## config.mk

```make
export PLATFORM = sky130hd
export DESIGN_NAME = uart_rx_ctrl_flat
export DESIGN_NICKNAME = d
export VERILOG_FILES = /design/src/rtl/uart_pkg.sv /design/src/rtl/uart_rx_ctrl_if.sv /design/src/rtl/sync_2ff.sv /design/src/rtl/uart_rx_ctrl.sv /design/src/flat_wrapper.sv
export SDC_FILE = /design/constraint.sdc
export NUM_CORES = 1
export LEC_CHECK = 0
export CORE_ASPECT_RATIO = 0.8
export CORE_MARGIN = 8
export CORE_UTILIZATION = 51
export DETAILED_ROUTE_END_ITERATION = 6
export MAX_ROUTING_LAYER = met4
export PLACE_DENSITY_LB_ADDON = 0.15
export SKIP_CTS_REPAIR_TIMING = 1
export SLEW_MARGIN = 20
export SYNTH_ARGS = -nofsm -noshare
export SYNTH_HDL_FRONTEND = slang
export SYNTH_SLANG_ARGS = --single-unit
export TNS_END_PERCENT = 50
```

## constraint.sdc

```tcl
create_clock -name clk -period 2.22 [get_ports clk]
set_input_delay 0.444 -clock clk [delete_from_list [all_inputs] [get_ports clk]]
set_output_delay 0.444 -clock clk [all_outputs]
set_load 0.01 [all_outputs]
```

## src/rtl/uart_pkg.sv

```systemverilog
// Shared types and defaults for the UART receive controller.
package uart_pkg;

  localparam int unsigned OVERSAMPLE_DEF = 16;
  localparam int unsigned DATA_BITS_DEF  = 8;

  // Tick indices within a bit period for the default oversample rate.
  localparam int unsigned HALF_BIT_IDX = OVERSAMPLE_DEF / 2 - 1;
  localparam int unsigned FULL_BIT_IDX = OVERSAMPLE_DEF - 1;

  typedef enum logic [2:0] {
    StIdle,
    StStart,
    StData,
    StParity,
    StStop
  } rx_state_e;

  function automatic int unsigned half_bit_idx(input int unsigned oversample);
    return oversample / 2 - 1;
  endfunction

  function automatic int unsigned full_bit_idx(input int unsigned oversample);
    return oversample - 1;
  endfunction

endpackage

```

## src/rtl/uart_rx_ctrl_if.sv

```systemverilog
// Controller <-> shift register / host signals of the UART receiver.
// Carries parity_err only when UART_RX_PARITY_EN is defined.
interface uart_rx_ctrl_if #(
  parameter int unsigned DATA_BITS = uart_pkg::DATA_BITS_DEF
);
  logic                 shift_en;
  logic                 shift_din;
  logic [DATA_BITS-1:0] sipo_q;
  logic [DATA_BITS-1:0] rx_data;
  logic                 rx_valid;
  logic                 frame_err;
  logic                 busy;
`ifdef UART_RX_PARITY_EN
  logic                 parity_err;

  modport master (
    output shift_en, shift_din, rx_data, rx_valid, frame_err, busy, parity_err,
    input  sipo_q
  );
  modport slave (
    input  shift_en, shift_din, rx_data, rx_valid, frame_err, busy, parity_err,
    output sipo_q
  );
`else
  modport master (
    output shift_en, shift_din, rx_data, rx_valid, frame_err, busy,
    input  sipo_q
  );
  modport slave (
    input  shift_en, shift_din, rx_data, rx_valid, frame_err, busy,
    output sipo_q
  );
`endif
endinterface

```

## src/rtl/sync_2ff.sv

```systemverilog
// Two-flop synchronizer for an asynchronous level; resets to 1 (line idle).
module sync_2ff (
  input  logic clk,
  input  logic rst_n,
  input  logic d,
  output logic q
);
  logic meta_q;
  logic sync_q;

  always_ff @(posedge clk or negedge rst_n) begin
    if (!rst_n) begin
      meta_q <= 1'b1;
      sync_q <= 1'b1;
    end else begin
      meta_q <= d;
      sync_q <= meta_q;
    end
  end

  assign q = sync_q;
endmodule

```

## src/rtl/uart_rx_ctrl.sv

```systemverilog
// UART receive sequencer: start detect, per-bit shift strobes, stop check, word capture.
// Optional even-parity bit and parity_err output when UART_RX_PARITY_EN is defined.
module uart_rx_ctrl
  import uart_pkg::*;
#(
  parameter int unsigned OVERSAMPLE = OVERSAMPLE_DEF,
  parameter int unsigned DATA_BITS  = DATA_BITS_DEF
) (
  input  logic           clk,
  input  logic           rst_n,
  input  logic           tick,
  input  logic           rx,
  uart_rx_ctrl_if.master bus
);

  localparam int unsigned TickW = $clog2(OVERSAMPLE);
  localparam int unsigned BitW  = $clog2(DATA_BITS + 1);
  localparam logic [TickW-1:0] HalfIdx = TickW'(half_bit_idx(OVERSAMPLE));
  localparam logic [TickW-1:0] FullIdx = TickW'(full_bit_idx(OVERSAMPLE));
  localparam logic [BitW-1:0]  LastBit = BitW'(DATA_BITS - 1);

  logic                 rx_s;
  rx_state_e            state_q;
  logic [TickW-1:0]     tick_cnt_q;
  logic [BitW-1:0]      bit_cnt_q;
  logic                 break_q;
  logic                 shift_en_q;
  logic                 shift_din_q;
  logic [DATA_BITS-1:0] rx_data_q;
  logic                 rx_valid_q;
  logic                 frame_err_q;
`ifdef UART_RX_PARITY_EN
  logic                 parity_q;
  logic                 parity_bad_q;
  logic                 parity_err_q;
`endif

  sync_2ff u_sync_rx (
    .clk   (clk),
    .rst_n (rst_n),
    .d     (rx),
    .q     (rx_s)
  );

  always_ff @(posedge clk or negedge rst_n) begin
    if (!rst_n) begin
      state_q      <= StIdle;
      tick_cnt_q   <= '0;
      bit_cnt_q    <= '0;
      break_q      <= 1'b0;
      shift_en_q   <= 1'b0;
      shift_din_q  <= 1'b0;
      rx_data_q    <= '0;
      rx_valid_q   <= 1'b0;
      frame_err_q  <= 1'b0;
`ifdef UART_RX_PARITY_EN
      parity_q     <= 1'b0;
      parity_bad_q <= 1'b0;
      parity_err_q <= 1'b0;
`endif
    end else begin
      shift_en_q  <= 1'b0;
      rx_valid_q  <= 1'b0;
      frame_err_q <= 1'b0;
`ifdef UART_RX_PARITY_EN
      parity_err_q <= 1'b0;
`endif
      // A break (stop sampled low) blocks new starts until the line returns high.
      if (rx_s) begin
        break_q <= 1'b0;
      end

      unique case (state_q)
        StIdle: begin
          if (!rx_s && !break_q) begin
            state_q    <= StStart;
            tick_cnt_q <= '0;
          end
        end

        StStart: begin
          if (tick) begin
            if (tick_cnt_q == HalfIdx) begin
              tick_cnt_q <= '0;
              if (!rx_s) begin
                state_q   <= StData;
                bit_cnt_q <= '0;
`ifdef UART_RX_PARITY_EN
                parity_q  <= 1'b0;
`endif
              end else begin
                state_q <= StIdle;
              end
            end else begin
              tick_cnt_q <= tick_cnt_q + 1'b1;
            end
          end
        end

        StData: begin
          if (tick) begin
            if (tick_cnt_q == FullIdx) begin
              tick_cnt_q  <= '0;
              shift_en_q  <= 1'b1;
              shift_din_q <= rx_s;
              bit_cnt_q   <= bit_cnt_q + 1'b1;
`ifdef UART_RX_PARITY_EN
              parity_q    <= parity_q ^ rx_s;
              if (bit_cnt_q == LastBit) begin
                state_q <= StParity;
              end
`else
              if (bit_cnt_q == LastBit) begin
                state_q <= StStop;
              end
`endif
            end else begin
              tick_cnt_q <= tick_cnt_q + 1'b1;
            end
          end
        end

`ifdef UART_RX_PARITY_EN
        StParity: begin
          if (tick) begin
            if (tick_cnt_q == FullIdx) begin
              tick_cnt_q   <= '0;
              parity_bad_q <= parity_q ^ rx_s;
              state_q      <= StStop;
            end else begin
              tick_cnt_q <= tick_cnt_q + 1'b1;
            end
          end
        end
`endif

        StStop: begin
          if (tick) begin
            if (tick_cnt_q == FullIdx) begin
              tick_cnt_q <= '0;
              state_q    <= StIdle;
`ifdef UART_RX_PARITY_EN
              parity_err_q <= parity_bad_q;
              if (rx_s) begin
                if (!parity_bad_q) begin
                  rx_data_q  <= bus.sipo_q;
                  rx_valid_q <= 1'b1;
                end
              end else begin
                frame_err_q <= 1'b1;
                break_q     <= 1'b1;
              end
`else
              if (rx_s) begin
                rx_data_q  <= bus.sipo_q;
                rx_valid_q <= 1'b1;
              end else begin
                frame_err_q <= 1'b1;
                break_q     <= 1'b1;
              end
`endif
            end else begin
              tick_cnt_q <= tick_cnt_q + 1'b1;
            end
          end
        end

        default: state_q <= StIdle;
      endcase
    end
  end

  assign bus.shift_en   = shift_en_q;
  assign bus.shift_din  = shift_din_q;
  assign bus.rx_data    = rx_data_q;
  assign bus.rx_valid   = rx_valid_q;
  assign bus.frame_err  = frame_err_q;
  assign bus.busy       = (state_q != StIdle);
`ifdef UART_RX_PARITY_EN
  assign bus.parity_err = parity_err_q;
`endif

endmodule

```

## src/flat_wrapper.sv

```systemverilog
// flat-port wrapper written by rule: the top's interface ports become plain ports
module uart_rx_ctrl_flat import uart_pkg::*;
#(
  parameter int unsigned OVERSAMPLE = OVERSAMPLE_DEF,
  parameter int unsigned DATA_BITS  = DATA_BITS_DEF
)
  (clk, rst_n, tick, rx, bus_shift_en, bus_shift_din, bus_rx_data, bus_rx_valid, bus_frame_err, bus_busy, bus_sipo_q);
  uart_rx_ctrl_if #(.DATA_BITS(DATA_BITS)) bus_i ();
  input  logic clk;
  input  logic rst_n;
  input  logic tick;
  input  logic rx;
  output wire logic [$bits(bus_i.shift_en)-1:0] bus_shift_en;
  output wire logic [$bits(bus_i.shift_din)-1:0] bus_shift_din;
  output wire logic [$bits(bus_i.rx_data)-1:0] bus_rx_data;
  output wire logic [$bits(bus_i.rx_valid)-1:0] bus_rx_valid;
  output wire logic [$bits(bus_i.frame_err)-1:0] bus_frame_err;
  output wire logic [$bits(bus_i.busy)-1:0] bus_busy;
  input wire logic [$bits(bus_i.sipo_q)-1:0] bus_sipo_q;
  assign bus_shift_en = bus_i.shift_en;
  assign bus_shift_din = bus_i.shift_din;
  assign bus_rx_data = bus_i.rx_data;
  assign bus_rx_valid = bus_i.rx_valid;
  assign bus_frame_err = bus_i.frame_err;
  assign bus_busy = bus_i.busy;
  assign bus_i.sipo_q = bus_sipo_q;
  uart_rx_ctrl #(.OVERSAMPLE(OVERSAMPLE), .DATA_BITS(DATA_BITS)) u_core (.clk(clk), .rst_n(rst_n), .tick(tick), .rx(rx), .bus(bus_i));
endmodule
```

Word level (Yosys, flattened, before mapping)
Cells that the tools add are included.
- add/subtract/negate cells: 2
- equality and inequality tests: 16
- multiplexer cells: 38
- reduce and logical (&&, ||, !) cells: 13
- operators with widths (cell ; number):
    $mux 4 ; 10
    $mux 3 ; 8
    $mux 1 ; 16
    $ne 2x1->1 const B ; 6
    $pmux 3 s4 ; 1
    $pmux 4 s3 ; 1
    $add 4x1->4 const B ; 2
    $eq 4x3->1 const B ; 2
    $ne 2x2->1 const B ; 4
    $pmux 4 s2 ; 1
    $reduce_and 4->1 ; 2
    $reduce_and 8->1 ; 1
    $reduce_and 6->1 ; 1
    $reduce_bool 3->1 ; 2
    $eq 4x4->1 const B ; 1
    $eq 3x1->1 const B ; 1
    $eq 3x2->1 const B ; 1
    $eq 3x3->1 const B ; 1
    $logic_not 3->1 ; 1
    $reduce_and 3->1 ; 1
    $logic_not 1->1 ; 2
    $mux 2 ; 1
    $reduce_bool 2->1 ; 1
    $reduce_or 2->1 ; 1
    $logic_and 1x1->1 ; 1
- bits in registers: 26
- input bits: 12
- output and inout port bits: 13
- word-level logic and storage cells: 80

Logic depth before layout (Yosys ltp)
- depth in word-level cells: 5
- depth in mapped cells: 7
- mapped depth without buffers: 6

Hierarchy
A second synthesis with hierarchy kept.
- cells, all modules: 102
- area total of the unflattened synthesis: 1218.7 µm²
- by module, submodules not included (module ; instances ; cells each ; area each (µm²) ; seq. area each (µm²)):
    uart_rx_ctrl ; 1 ; 100 ; 1166.1 ; 600.6
    sync_2ff ; 1 ; 2 ; 52.6 ; 52.6

Worst setup path before layout
No wires, ideal clock.
- kind: reg2reg
- from: register u_core.tick_cnt_q[0]
- to: register u_core.rx_data_q[0], in the netlist u_core.bus.rx_data[0]
- setup time: 0.125 ns
- data arrival time: 1.470 ns
- data required time: 2.095 ns
- setup slack: 0.625 ns
- cell stages (with the launch flop): 6
- path buffers: 0
- period minus slack after synthesis: 1.595 ns
- cells stage by stage: dfrtp_1 -> ha_1 -> nand4_1 -> nor3_2 -> nand2_4 -> mux2_4
- cells in the longest elaborated chain, start to end: 2
- RTL lines (element ; line ; text):
    start, declared ; uart_rx_ctrl.sv:24 ; logic [TickW-1:0] tick_cnt_q;
    start signal, assigned ; uart_rx_ctrl.sv:95 ; tick_cnt_q <= tick_cnt_q + 1'b1;
    start signal, assigned ; uart_rx_ctrl.sv:118 ; tick_cnt_q <= tick_cnt_q + 1'b1;
    start signal, assigned ; uart_rx_ctrl.sv:163 ; tick_cnt_q <= tick_cnt_q + 1'b1;
    $eq 4x4->1 ; uart_rx_ctrl.sv:139 ; if (tick_cnt_q == FullIdx) begin
    $reduce_and 4->1 (no line) ; - ;
    end signal, assigned ; uart_rx_ctrl.sv:155 ; rx_data_q <= bus.sipo_q;
    end, declared ; uart_rx_ctrl.sv:29 ; logic [DATA_BITS-1:0] rx_data_q;
Every way passes these cells.
A chain may end at the register's enable or synchronous reset.

Final worst setup path
- from: register u_core.state_q[2]
- to: output port bus_busy
- cells in the longest elaborated chain, start to end: 1
- RTL lines (element ; line ; text):
    start, declared ; uart_rx_ctrl.sv:23 ; rx_state_e state_q;
    start signal, assigned ; uart_rx_ctrl.sv:47 ; state_q <= StIdle;
    start signal, assigned ; uart_rx_ctrl.sv:76 ; state_q <= StStart;
    start signal, assigned ; uart_rx_ctrl.sv:86 ; state_q <= StData;
    $reduce_bool 3->1 ; uart_rx_ctrl.sv:178 ; assign bus.busy = (state_q != StIdle);
    end, declared ; flat_wrapper.sv:18 ; output wire logic [$bits(bus_i.busy)-1:0] bus_busy;
Every way passes these cells.

==> results by stage <==
Yosys:
- The number of warning messages in the yosys log is 0.
- The sequential share of the synthesized area is 49.2%.
- The count of flip-flops with a built-in enable after synthesis is 0.
- The number of different library cells used by synthesis comes to 45.
- In this run the cell area of the synthesized design comes to 1330 um^2.
- Summing the areas of all xor and xnor instances in the mapped netlist gives 1.98% of the synthesized area.
- The simple-gate portion of the synthesized area is 16.4%.
- The multiplexer area fraction after synthesis is 14.5%.
- Among all flip-flop cells after synthesis, the most frequent one is sky130_fd_sc_hd__dfrtp_1.
- The synthesized netlist devotes 1.88% of its cell area to adder and majority cells.
- In the synthesized netlist the async set-or-reset flop fraction comes to 100%.
- The number of cells produced by synthesis is 111.
- The main combinational cell family by area after synthesis is simple AND/OR/NAND/NOR gates.
- The post-synth net total is 125.
- The per-instance average area after synthesis is 12.0 um^2.
- The fraction of the mapped netlist area in compound gates is 12.1%.
- The flip-flop and latch count after synthesis is 26.

Power:
- The internal power of the cells totals 0.000870 W.
- The combinational power share is 36.7%.
- For this design the ratio of total power to cell area is 823 nW/um^2.
- The share of total power dissipated in the clock network is 17.2%.
- Of the total power, registers draw 46.1%.
- For this design the total switching power over the nets is 0.000477 W.
- The static power due to leakage is 0.784 nW.
- Net switching is 35.4% of the power.
- The largest voltage drop on the vdd net is 0.524 mV.

Finish:
- At the end of the flow, the number of nets in the layout was 153.
- The library cell used most frequently in the layout, excluding fill and tap cells, is sky130_fd_sc_hd__clkdlybuf4s50_1.
- Once layout is complete, the cells apart from fillers number 174.
- The filler cell count in the final layout is 194.
- The final cell area excluding filler cells is 1640 um^2.
- The signed area change from the synthesized netlist to the final layout is 23.2%.
- The count of antenna diodes in the layout is 0.
- The top cell types in the final layout, fill and taps aside, are 24 x sky130_fd_sc_hd__clkdlybuf4s50_1, 22 x sky130_fd_sc_hd__dfrtp_1, 10 x sky130_fd_sc_hd__mux2_4.
- Cells with a size suffix above 1 make up 23.9% of the layout.

Floorplanning:
- The floorplan step defined a die boundary enclosing 4510 um^2.
- The width of the die is 73.1 um.
- The area of the core is 2460 um^2.
- From bottom edge to top edge, the die measures 61.7 um.
- The initial utilization of the core area, before any placement, comes to 54.0%.
- After floorplanning, the core was divided into 16 placement rows.
- For this design the top-level I/O count stands at 25.

Place:
- Before CTS, the worst setup slack after placement is 0.157 ns.
- Port buffering added 24 buffers.
- The cell area reported after detailed placement is 1600 um^2.
- The congestion estimate from routability-driven global placement came to 0.946.
- The placed wire-length estimate after detailed placement is 1960 um.
- The total instance count after detailed placement is 170.

Clock tree:
- The clock reaches the later pin of the worst-skew pair after 0.32 ns.
- The tree is rooted in a sky130_fd_sc_hd__clkbuf_4.
- The TritonCTS buffer count is 3.
- The maximum level of the CTS H-tree is 1.
- The clock tree from TritonCTS is yes.
- The clock edge transition at the registers on the reported setup and hold paths is 0.13 ns.
- The TritonCTS sink count is 26.
- The worst-case clock buffer depth is 2.

Routing:
- The detailed-route wire length is 2600 um.
- The initial DRC count is 34.
- The number of DRC violations after detailed routing is 0.
- For this run, the detailed router's first-pass iteration total came to 4.
- The detailed router placed 930 vias in this run.
- Once detail routing completed, the nets flagged for antenna violations numbered 0.
- After detailed routing, the average wire length per cell comes to 14.9 um.
- The per-cell via count in the routed design is 5.34.

Worst setup path:
- The logic depth of the worst register-to-register path is 6.
- The slowest cell on the critical path is sky130_fd_sc_hd__dfrtp_1.
- The category of the worst setup path launch point is a flop.
- The largest fanout of any net on the critical path is 11.
- STA classifies the critical path endpoint as an output port.
- Counting both buffers and inverters, the worst setup path holds a total of 1.
- The delay of the slowest critical-path stage is 0.57 ns.
- The cell family with the largest share of critical-path delay is flip-flops.
- The arrival time of the worst setup path is 1.67 ns.
- The worst path required time is 1.78 ns.
- Walking the worst path, the cells encountered are nor2_1 -> nand2_1 -> clkdlybuf4s50_1.
- The critical path runs through a total of 3 cells.
- By startpoint and endpoint, the worst setup path is classified as flop to output port.

STA:
- The worst pin sits at a relative slew slack of 74.2%.
- The time the worst path needs with I/O delays and setup is 2.11 ns.
- The final critical path takes up 95.2% of the cycle.
- At the pin with the least slew margin, the transition time is 0.384 ns.
- The total negative setup slack is 0 ns.
- Setup repair after global routing left no endpoint under its margin.
- Timing would allow up to 0.473 GHz.
- Setup violations remaining at the end of the flow were counted as 0.
- The number of pins with negative max-slew slack in the final report came to 0.
- The number of endpoints with negative hold slack in the final report was 0.
- Setup slack on the critical path of the routed design comes to 0.107 ns.
- The post-route clock skew is 0.00276 ns.

Hold path:
- The path type of the worst min-delay path is flop to flop.
- The worst hold path was traced through 0 stages.

Outcome:
- The flow ran to the end, and the final reports show no timing, DRC or antenna violations.

Global route:
- The global-route wire length before repair is 4350 um.
- Global routing consumed, over all layers together, 13.1% of the routing resources.
- The number of antenna violations at the first check in global routing is 0.
- For this run the aggregate overflow at the end of global routing stands at 0.
- The via count of the first global-routing pass was 905.
- The maximum number of pins on one net before global-route repair is 27.

Flow run:
- The total of max-cap violations is 0.
## per-layer routing
| metal | up-vias | wire length [um] | global-route usage [%] |
|---|---|---|---|
| met5 | - | 0 | - |
| met1 | 452 | 1220 | 16.7 |
| met3 | 5 | 185 | 4.55 |
| li1 | 450 | - | - |
| met4 | 0 | 19 | 3.41 |
| met2 | 23 | 1170 | 19.2 |
## power groups by stage
stage	Combinational (W)	Clock (W)	Sequential, W
floorplan	0.000451	0	0.000562
global placement	0.000481	0	0.000621
detailed placement	0.000490	0	0.000624
CTS	0.000493	0.000245	0.000614
global route	0.000546	0.000257	0.000634
finish	0.000494	0.000232	0.000621
## layout make-up
cell class	count	area (um^2)	share of cell area, %
flip-flops and latches	26	656	40.1
multi-input cells	78	622	38.0
repair buffers	28	270	16.5
well taps	36	45.0	2.75
clock buffers	4	36.3	2.22
inverters	2	7.51	0.459
## cell usage after synthesis, types with 2 or more instances
cell                        n  area share, %
sky130_fd_sc_hd__dfstp_2    2            4.0
sky130_fd_sc_hd__nor3_1     3            1.1
sky130_fd_sc_hd__mux2_4    10             11
sky130_fd_sc_hd__xor2_1     2            1.3
sky130_fd_sc_hd__nand3b_1   2            1.1
sky130_fd_sc_hd__nor2_1     8            2.3
sky130_fd_sc_hd__nand2_1    9            2.5
sky130_fd_sc_hd__ha_1       2            1.9
sky130_fd_sc_hd__nor2b_1    2           0.94
sky130_fd_sc_hd__nor4_1     2           0.94
sky130_fd_sc_hd__o21ai_0    2           0.75
sky130_fd_sc_hd__buf_6      3            2.5
sky130_fd_sc_hd__a211o_1    2            1.3
sky130_fd_sc_hd__nand2b_1   4            1.9
sky130_fd_sc_hd__o21ai_1    3            1.1
sky130_fd_sc_hd__dfrtp_1   24             45
sky130_fd_sc_hd__nand3_1    2           0.75
sky130_fd_sc_hd__mux2i_1    2            1.5
## stage by stage
stage | utilization [%] | hold WS, ns | power, W
3_3_place_gp | 64.9 | 0.347 | 0.00110
3_5_place_dp | 64.9 | 0.348 | 0.00111
4_1_cts | 66.4 | 0.366 | 0.00135
6_report | 66.5 | 0.365 | 0.00135
2_1_floorplan | - | 0.148 | 0.00101
5_1_grt | 66.5 | 0.367 | 0.00144
## state kept, by name (all words and copies together), names as in the netlist
name                     cells
u_core.u_sync_rx.q           1
u_core.bus.shift_din         1
u_core.bus.rx_data           8
u_core.u_sync_rx.meta_q      1
u_core.bus.shift_en          1
u_core.state_q               3
u_core.bus.frame_err         1
u_core.break_q               1
u_core.tick_cnt_q            4
u_core.bit_cnt_q             4
u_core.bus.rx_valid          1
## worst paths after layout
check | startpoint | endpoint | slack (ns)
setup reg to reg | u_core.tick_cnt_q[0]$_DFFE_PN0P_ | u_core.state_q[1]$_DFFE_PN0P_ | 0.41
min in group asynchronous | rst_n | u_core.tick_cnt_q[3]$_DFFE_PN0P_ | 0.47
setup / recovery | u_core.state_q[2]$_DFFE_PN0P_ | bus_busy | 0.11
hold / removal | u_core.u_sync_rx.meta_q$_DFF_PN1_ | u_core.u_sync_rx.q$_DFF_PN1_ | 0.37
hold reg to reg | u_core.u_sync_rx.meta_q$_DFF_PN1_ | u_core.u_sync_rx.q$_DFF_PN1_ | 0.37
max in group asynchronous | rst_n | u_core.u_sync_rx.meta_q$_DFF_PN1_ | 1.45
## worst reg2reg max path, stage by stage, from the launching register on
cell and delay, ns:
sky130_fd_sc_hd__dfrtp_1 0.41, sky130_fd_sc_hd__ha_1 0.25, sky130_fd_sc_hd__nand2_1 0.11, sky130_fd_sc_hd__o211ai_1 0.20, sky130_fd_sc_hd__a21boi_4 0.28, sky130_fd_sc_hd__o211ai_2 0.14, sky130_fd_sc_hd__mux2_4 0.31
## cells by family after synthesis
kind of cell,after synthesis
simple gates,40
flops,26
fa+ha+maj,2
mux,14
xor+xnor,3
compound gates,19
buf+inv,7
(Power assumes the default switching activity.)
